`config.mk`:
```
export PLATFORM = sky130hd
export DESIGN_NAME = tt_um_sign_addsub_seq_flat
export DESIGN_NICKNAME = d
export VERILOG_FILES = /design/src/rtl/tt_um_sign_addsub_seq_if.sv /design/src/rtl/tt_um_sign_addsub_seq.sv /design/src/flat_wrapper.sv
export SDC_FILE = /design/constraint.sdc
export NUM_CORES = 1
export LEC_CHECK = 0
export BUFFER_PORTS_ARGS = -buffer_cell sky130_fd_sc_hd__buf_2
export CAP_MARGIN = 0
export CORE_MARGIN = 8
export CORE_UTILIZATION = 49
export DETAILED_ROUTE_END_ITERATION = 10
export GPL_TIMING_DRIVEN = 0
export PLACE_DENSITY = 0.79
export SYNTH_ARGS = -nofsm -noshare
export SYNTH_HDL_FRONTEND = slang
export SYNTH_SLANG_ARGS = --single-unit
```
`constraint.sdc`:
```
create_clock -name clk -period 2.4 [get_ports clk]
set_input_delay 0.12 -clock clk [delete_from_list [all_inputs] [get_ports clk]]
set_output_delay 0.12 -clock clk [all_outputs]
set_load 0.01 [all_outputs]
```
`src/rtl/tt_um_sign_addsub_seq_if.sv`:
```
// Pin bundle for the sequential signed add/sub unit: operand byte, control byte,
// result byte and status byte, plus the design enable.
interface tt_um_sign_addsub_seq_if;
   logic       ena;
   logic [7:0] ui_in;
   logic [7:0] uio_in;
   logic [7:0] uo_out;
   logic [7:0] uio_out;
   logic [7:0] uio_oe;

   modport master (
      output ena, ui_in, uio_in,
      input  uo_out, uio_out, uio_oe
   );

   modport slave (
      input  ena, ui_in, uio_in,
      output uo_out, uio_out, uio_oe
   );
endinterface

```
`src/rtl/tt_um_sign_addsub_seq.sv`:
```
// Sequential 8-bit add/subtract with valid/ready handshakes, signed overflow and
// carry/borrow flags; the last result can be chained in as the next A operand.
module tt_um_sign_addsub_seq (
   input  logic                          clk,
   input  logic                          rst_n,
   tt_um_sign_addsub_seq_if.slave        bus
);

   typedef enum logic [1:0] {IDLE, WAIT_B, CALC, DONE} state_t;

   state_t     r_state;
   state_t     w_next;
   logic [7:0] r_a;
   logic [7:0] r_b;
   logic [7:0] r_res;
   logic       r_op;
   logic       r_ovf;
   logic       r_cb;

   logic       w_inValid;
   logic       w_opIn;
   logic       w_accIn;
   logic       w_ackIn;
   logic       w_inReady;
   logic       w_outValid;
   logic       w_xfer;
   logic [8:0] w_sum;
   logic       w_ovf;
   logic       w_unused;

   assign w_inValid = bus.uio_in[0];
   assign w_opIn    = bus.uio_in[1];
   assign w_accIn   = bus.uio_in[2];
   assign w_ackIn   = bus.uio_in[3];
   assign w_unused  = ^bus.uio_in[7:4];

   assign w_xfer = bus.ena & w_inValid & w_inReady;

   // Bit 8 of the 9-bit difference is exactly the unsigned borrow (A < B).
   assign w_sum = r_op ? ({1'b0, r_a} - {1'b0, r_b}) : ({1'b0, r_a} + {1'b0, r_b});
   assign w_ovf = r_op ? ((r_a[7] != r_b[7]) && (w_sum[7] != r_a[7]))
                       : ((r_a[7] == r_b[7]) && (w_sum[7] != r_a[7]));

   always_comb begin
      w_next     = r_state;
      w_inReady  = 1'b0;
      w_outValid = 1'b0;
      case (r_state)
         IDLE: begin
            w_inReady = 1'b1;
            if (w_inValid)
               w_next = w_accIn ? CALC : WAIT_B;
         end
         WAIT_B: begin
            w_inReady = 1'b1;
            if (w_inValid)
               w_next = CALC;
         end
         CALC: w_next = DONE;
         DONE: begin
            w_outValid = 1'b1;
            if (w_ackIn)
               w_next = IDLE;
         end
         default: w_next = IDLE;
      endcase
   end

   // With ena low every register, including the FSM, holds its value.
   always_ff @(posedge clk or negedge rst_n) begin
      if (!rst_n)
         r_state <= IDLE;
      else if (bus.ena)
         r_state <= w_next;
   end

   always_ff @(posedge clk or negedge rst_n) begin
      if (!rst_n) begin
         r_a   <= 8'h00;
         r_b   <= 8'h00;
         r_op  <= 1'b0;
         r_res <= 8'h00;
         r_ovf <= 1'b0;
         r_cb  <= 1'b0;
      end else if (bus.ena) begin
         case (r_state)
            IDLE: begin
               if (w_xfer && w_accIn) begin
                  r_a  <= r_res;
                  r_b  <= bus.ui_in;
                  r_op <= w_opIn;
               end else if (w_xfer) begin
                  r_a <= bus.ui_in;
               end
            end
            WAIT_B: begin
               if (w_xfer) begin
                  r_b  <= bus.ui_in;
                  r_op <= w_opIn;
               end
            end
            CALC: begin
               r_res <= w_sum[7:0];
               r_ovf <= w_ovf;
               r_cb  <= w_sum[8];
            end
            default: ;
         endcase
      end
   end

   assign bus.uo_out  = r_res;
   assign bus.uio_out = {r_cb, r_ovf, w_outValid, w_inReady, 4'b0000};
   assign bus.uio_oe  = 8'hF0;

endmodule
```
`src/flat_wrapper.sv`:
```
// flat-port wrapper written by rule: the top's interface ports become plain ports
module tt_um_sign_addsub_seq_flat 
  (clk, rst_n, bus_ena, bus_ui_in, bus_uio_in, bus_uo_out, bus_uio_out, bus_uio_oe);
  tt_um_sign_addsub_seq_if bus_i ();
  input  logic clk;
  input  logic rst_n;
  input wire logic [$bits(bus_i.ena)-1:0] bus_ena;
  input wire logic [$bits(bus_i.ui_in)-1:0] bus_ui_in;
  input wire logic [$bits(bus_i.uio_in)-1:0] bus_uio_in;
  output wire logic [$bits(bus_i.uo_out)-1:0] bus_uo_out;
  output wire logic [$bits(bus_i.uio_out)-1:0] bus_uio_out;
  output wire logic [$bits(bus_i.uio_oe)-1:0] bus_uio_oe;
  assign bus_i.ena = bus_ena;
  assign bus_i.ui_in = bus_ui_in;
  assign bus_i.uio_in = bus_uio_in;
  assign bus_uo_out = bus_i.uo_out;
  assign bus_uio_out = bus_i.uio_out;
  assign bus_uio_oe = bus_i.uio_oe;
  tt_um_sign_addsub_seq u_core (.clk(clk), .rst_n(rst_n), .bus(bus_i));
endmodule
```
After elaboration in Yosys (flattened, before gate mapping)
Cells that the tools add are included.
{"block": "word_totals", "output_inout_bits": 24, "reg_bits": 29, "in_bits": 19, "wordCells": 49}
{"block": "op_classes", "reduce_logical": 11, "add_sub_neg": 2, "eq_ne": 11, "n_bitwise": 2, "n_mux": 16}
{"op": "8-bit two-way mux", "count": 3}
{"op": "8-bit case mux with 2 select lines", "count": 1}
{"op": "8-bit by 8-bit adder with 9-bit output", "count": 1}
{"op": "9-bit two-way mux", "count": 1}
{"op": "8-bit by 8-bit subtractor with 9-bit output", "count": 1}
{"op": "2-bit two-way mux", "count": 4}
{"op": "2-bit case mux with 4 select lines", "count": 1}
{"op": "4-bit AND reduction", "count": 2}
{"op": "2-bit inequality test, second input constant", "count": 3}
{"op": "1-bit two-way mux", "count": 5}
{"op": "2-bit == test, second input constant", "count": 2}
{"op": "2-bit by 1-bit inequality test with 1-bit output, second input constant", "count": 2}
{"op": "2-bit nonzero test", "count": 2}
{"op": "1-bit logical AND", "count": 3}
{"op": "3-bit AND reduction", "count": 1}
{"op": "1-bit bitwise AND", "count": 2}
{"op": "2-bit by 1-bit == test with 1-bit output, second input constant", "count": 1}
{"op": "2-bit zero test", "count": 1}
{"op": "1-bit inequality test", "count": 2}
{"op": "1-bit case mux with 2 select lines", "count": 1}
{"op": "2-bit AND reduction", "count": 1}
{"op": "2-bit OR reduction", "count": 1}
{"op": "1-bit == test", "count": 1}

Logic depth before layout (Yosys ltp)
{"block": "depth", "depth_word": 7, "depth_mapped": 10, "mapped_depth_nobuf": 10}

Least setup slack after synthesis
No wires, ideal clock.
{"block": "synth_timing", "path_type": "flip-flop to flip-flop", "startpoint": "register u_core.r_b[0]", "endpoint": "register u_core.r_ovf", "setup_ns": 0.124, "period_less_slack_ns": 2.312, "stages_incl_launch_ff": 11, "path_buffers": 0, "slack_ns": 0.088, "required_time_ns": 2.276, "arrival_ns": 2.188, "path_cell_list": "dfrtp_1 inv_1 ha_1 nor2_1 xnor2_1 ha_1 o211ai_2 a21oi_1 a211o_1 a211o_1 a211o_1"}
{"block": "synth_via", "elab_chain_len": 5, "word_cells_on_any_way": 7, "cone_classes": "add/sub (2); eq/ne (1); mux (2); reduce/logical (2)"}
{"item": "start: declaration", "line_no": "tt_um_sign_addsub_seq.sv:14", "rtl": "logic [7:0] r_b;"}
{"item": "start signal: assignment", "line_no": "tt_um_sign_addsub_seq.sv:90", "rtl": "r_b <= bus.ui_in;"}
{"item": "start signal: assignment", "line_no": "tt_um_sign_addsub_seq.sv:98", "rtl": "r_b <= bus.ui_in;"}
{"item": "8-bit by 8-bit adder with 9-bit output or 8-bit by 8-bit subtractor with 9-bit output (tied branches)", "line_no": "tt_um_sign_addsub_seq.sv:40", "rtl": "assign w_sum = r_op ? ({1'b0, r_a} - {1'b0, r_b}) : ({1'b0, r_a} + {1'b0, r_b});"}
{"item": "9-bit two-way mux (*)", "line_no": "tt_um_sign_addsub_seq.sv:40"}
{"item": "1-bit inequality test (*)", "line_no": "tt_um_sign_addsub_seq.sv:41, tt_um_sign_addsub_seq.sv:42"}
{"item": "1-bit logical AND, on equally long branches", "line_no": "tt_um_sign_addsub_seq.sv:42, tt_um_sign_addsub_seq.sv:41"}
{"item": "1-bit two-way mux (*)", "line_no": "tt_um_sign_addsub_seq.sv:41", "rtl": "assign w_ovf = r_op ? ((r_a[7] != r_b[7]) && (w_sum[7] != r_a[7]))"}
{"item": "end signal: assignment", "line_no": "tt_um_sign_addsub_seq.sv:104", "rtl": "r_ovf <= w_ovf;"}
{"item": "end: declaration", "line_no": "tt_um_sign_addsub_seq.sv:17", "rtl": "logic r_ovf;"}
Every way passes the cells marked *; elsewhere a longest branch is shown, timed or not.
A chain may end at the register's enable or synchronous reset.

Worst setup path in the final report
Same ends and word-level chain as after synthesis.

==> run metrics <==
Synth Register Bits 29; initial core utilization 0.5126; Final nets 285; 1st-iter DRT viols 83; Setup CP Type flop to flop; Largest stage delay, worst path 0.40 ns; crit-path max FO 3; status finished clean; Synth Cell Area approximately 1900 um2; Achievable Freq between 0.4 and 0.5 GHz; pwr/cell area between 1500 and 2000 nW/um2; R2R setup slack about 0.0011 ns; ys async rst share 1.000; post-route ant nets 0; initial antenna violation count 0; DR WL/cell around 15 um; Multi-input gate area ~1100 um2; Final Critical Period between 2 and 2.5 ns; Routed WL 4426 um; Crit-path slowest cell dfrtp_1; CTS tree done; Post-synth EDFFs 0; die area 6102 um2; clk_skew around 0.0035 ns; Final TNS setup 0 ns; CTS clk-pin slew, worst paths ~0.060 ns; Cells after DPL roughly 280; worst-skew pair later-pin latency between 0.2 and 0.3 ns; io pins 43; Final HPWL DP about 3200 um; Worst Path Arrival between 2 and 3 ns; most frequent CP cell a211o_1; worst hold slack around 0.07 ns; worst vdd ir roughly 0.0012 V; Slew Limit Fails 0; Die Wd between 70 and 80 um; Cells after Synth 200; DRC 0; final period utilization 0.9996; Seq/Total Area, Yosys 0.3839; Worst Hold Class input pin to flop; hold path depth 2; crit-path cells buf_4 -> nor3_1 -> nor2_1 -> xnor2_1 -> ha_1 -> o211ai_2 -> a21oi_2 -> a211o_1 -> a211o_1 -> a211o_1; number of H-tree levels 2; TritonRoute pass-1 iters 4; power after layout between 4 and 5 mW; maxcap violations 0; Critical Path RT between 2 and 3 ns; worst r2r path cells 10; first-pass GRT wire length 7293 um; Layout area overhead 23.56%; Placer Congestion ~0.85; Pleak roughly 1.2 nW; GR Util All Layers 0.1490; Yosys Warn Count 0; diode count 0; clock tree buffer depth 2; number of global-route vias before repair 1584; worst rel slew slack 0.5693; RSZ-0062 raised after global routing yes; synthesized area per cell approximately 9.5 um2; share of cells above drive strength 1 0.3135; Final Setup Violations 0; Root Buffer clkbuf_8; Layout Cells excl Fill 300; PortBufs 26; FP Rows 22; fill count roughly 310; largest net degree at the start of global routing 30; via count ~1500; Die Ht about 78 um; gr ovfl total 0; Synth cell types 36; top_reg_cell synth dfrtp_1; Final Cell Area ~2300 um2; vias per cell 5.160; Final Hold Fails 0; Num Clock Sinks 29; Worst-Margin Slew around 0.65 ns; core area ~3700 um2; CTS buffer count 5; Storage cell area roughly 730 um2; Cell Area, Placed ~2100 um2; Startpoint Class flop; crit end category flop
[cell usage in the layout (no fill, tap or decap), drive strengths merged]
master / synthesis / final
buf: 20 / 54
dfrtp: 29 / 29
nand2: 25 / 25
o21ai: 23 / 23
ha: 13 / 13
conb: 2 / 12
mux2i: 12 / 12
inv: 11 / 11
nor2: 10 / 10
xnor2: 9 / 9
clkbuf: 1 / 8
a21oi: 7 / 7
mux2: 6 / 6
a211o: 4 / 4
xor2: 4 / 4
a31oi: 3 / 3
nor3: 3 / 3
a21o: 2 / 2
nand2b: 2 / 2
o221ai: 1 / 1
nand3: 1 / 1
nand4: 1 / 1
o211ai: 1 / 1
and3: 1 / 1
a22o: 1 / 1
and4: 1 / 1
or3: 1 / 1
a2111oi: 1 / 1
and2: 1 / 1
o21a: 1 / 1
o31ai: 1 / 1
a41oi: 1 / 1
fa: 1 / 1
dlygate4sd3: 0 / 1
[Yosys cell counts (2+ instances only)]
library cell  number  area (um2)
buf_2              3       15.01
nor2_1            10       37.54
ha_1              13       162.7
dfrtp_1           29       725.7
xor2_1             4       35.03
buf_4             16       120.1
inv_1             11       41.29
nor3_1             3       15.01
a31oi_1            3       18.77
a21oi_1            7       35.03
nand2b_1           2       12.51
xnor2_1            9       78.83
a21o_1             2       15.01
mux2i_1           12       120.1
conb_1             2       7.510
a211o_1            4       35.03
nand2_1           24       90.09
o21ai_0           23       115.1
mux2_2             6       67.56
[registers in the layout, indices dropped and copies added, names as in the netlist]
| name | cells |
|---|---|
| u_core.bus.uo_out | 8 |
| u_core.r_a | 8 |
| u_core.r_ovf | 1 |
| u_core.r_cb | 1 |
| u_core.r_b | 8 |
| u_core.r_state | 2 |
| u_core.r_op | 1 |
[metal layers]
metal	track usage	share of wire	vias to the layer above
met2	0.2543	0.50	36
met4	0.05556	0.019	0
met1	0.1676	0.42	741
met3	0.05125	0.058	8
met5	0	0	-
li1	-	-	763
[cell families after synthesis]
group / count (synthesis) / synth area share
muxes: 18 / 0.09927
xor gates and xnor gates: 13 / 0.06023
DFF: 29 / 0.3839
AOI/OAI and AO/OA: 46 / 0.1496
and+or+nand+nor: 46 / 0.1092
other: 2 / 0.003972
buffers and inverters: 32 / 0.09728
adders and majority gates: 14 / 0.09663
[critical path, delay by kind of cell (launching register included)]
family | cells | cell delay [ns]
flip-flops | 1 | 0.40
buffers and inverters | 1 | 0.15
XOR/XNOR | 1 | 0.14
AND/OR/NAND/NOR | 2 | 0.24
adder cells (fa/ha/maj) | 1 | 0.36
AO/OA/AOI/OAI | 5 | 0.99
[final timing paths]
check / startpoint / endpoint
max reg2reg: u_core.r_b[0]$_DFFE_PN0P_ / u_core.r_ovf$_DFFE_PN0P_
min in group asynchronous: rst_n / u_core.r_a[0]$_DFFE_PN0P_
max in group asynchronous: rst_n / u_core.bus.uo_out[5]$_DFFE_PN0P_
min: bus_uio_in[1] / u_core.r_op$_DFFE_PN0P_
max: u_core.r_b[0]$_DFFE_PN0P_ / u_core.r_ovf$_DFFE_PN0P_
min reg2reg: u_core.r_a[3]$_DFFE_PN0P_ / u_core.r_a[3]$_DFFE_PN0P_
[report_power, final]
part | switching [mW] | internal, mW
clock | 0.181 | 0.227
combinational | 1.48 | 1.42
sequential | 0.202 | 0.729
[timing repair]
action,4_1_cts,5_1_grt
pin swaps,3,5
endpoints found under the setup margin,4,5
hold buffers,1,0
resized for setup,3,12
endpoints found under the hold margin,29,0
setup buffers,4,4
[per-stage QoR]
step                  util  setup slack (ns)
floorplan                -           0.08810
global placement    0.5743           -0.1016
detailed placement  0.5743           -0.2030
CTS                 0.6126           0.01293
global route        0.6333          -0.09259
finish              0.6333          0.001062
[final cells by class]
class,instances,share of cell area
multi-input combinational,149,0.4622
sequential,29,0.3107
timing repair buffer,35,0.08570
buffer,21,0.06106
clock buffer,7,0.03696
tap,48,0.02571
inverter,11,0.01768
Power figures use the tool's default switching activity.
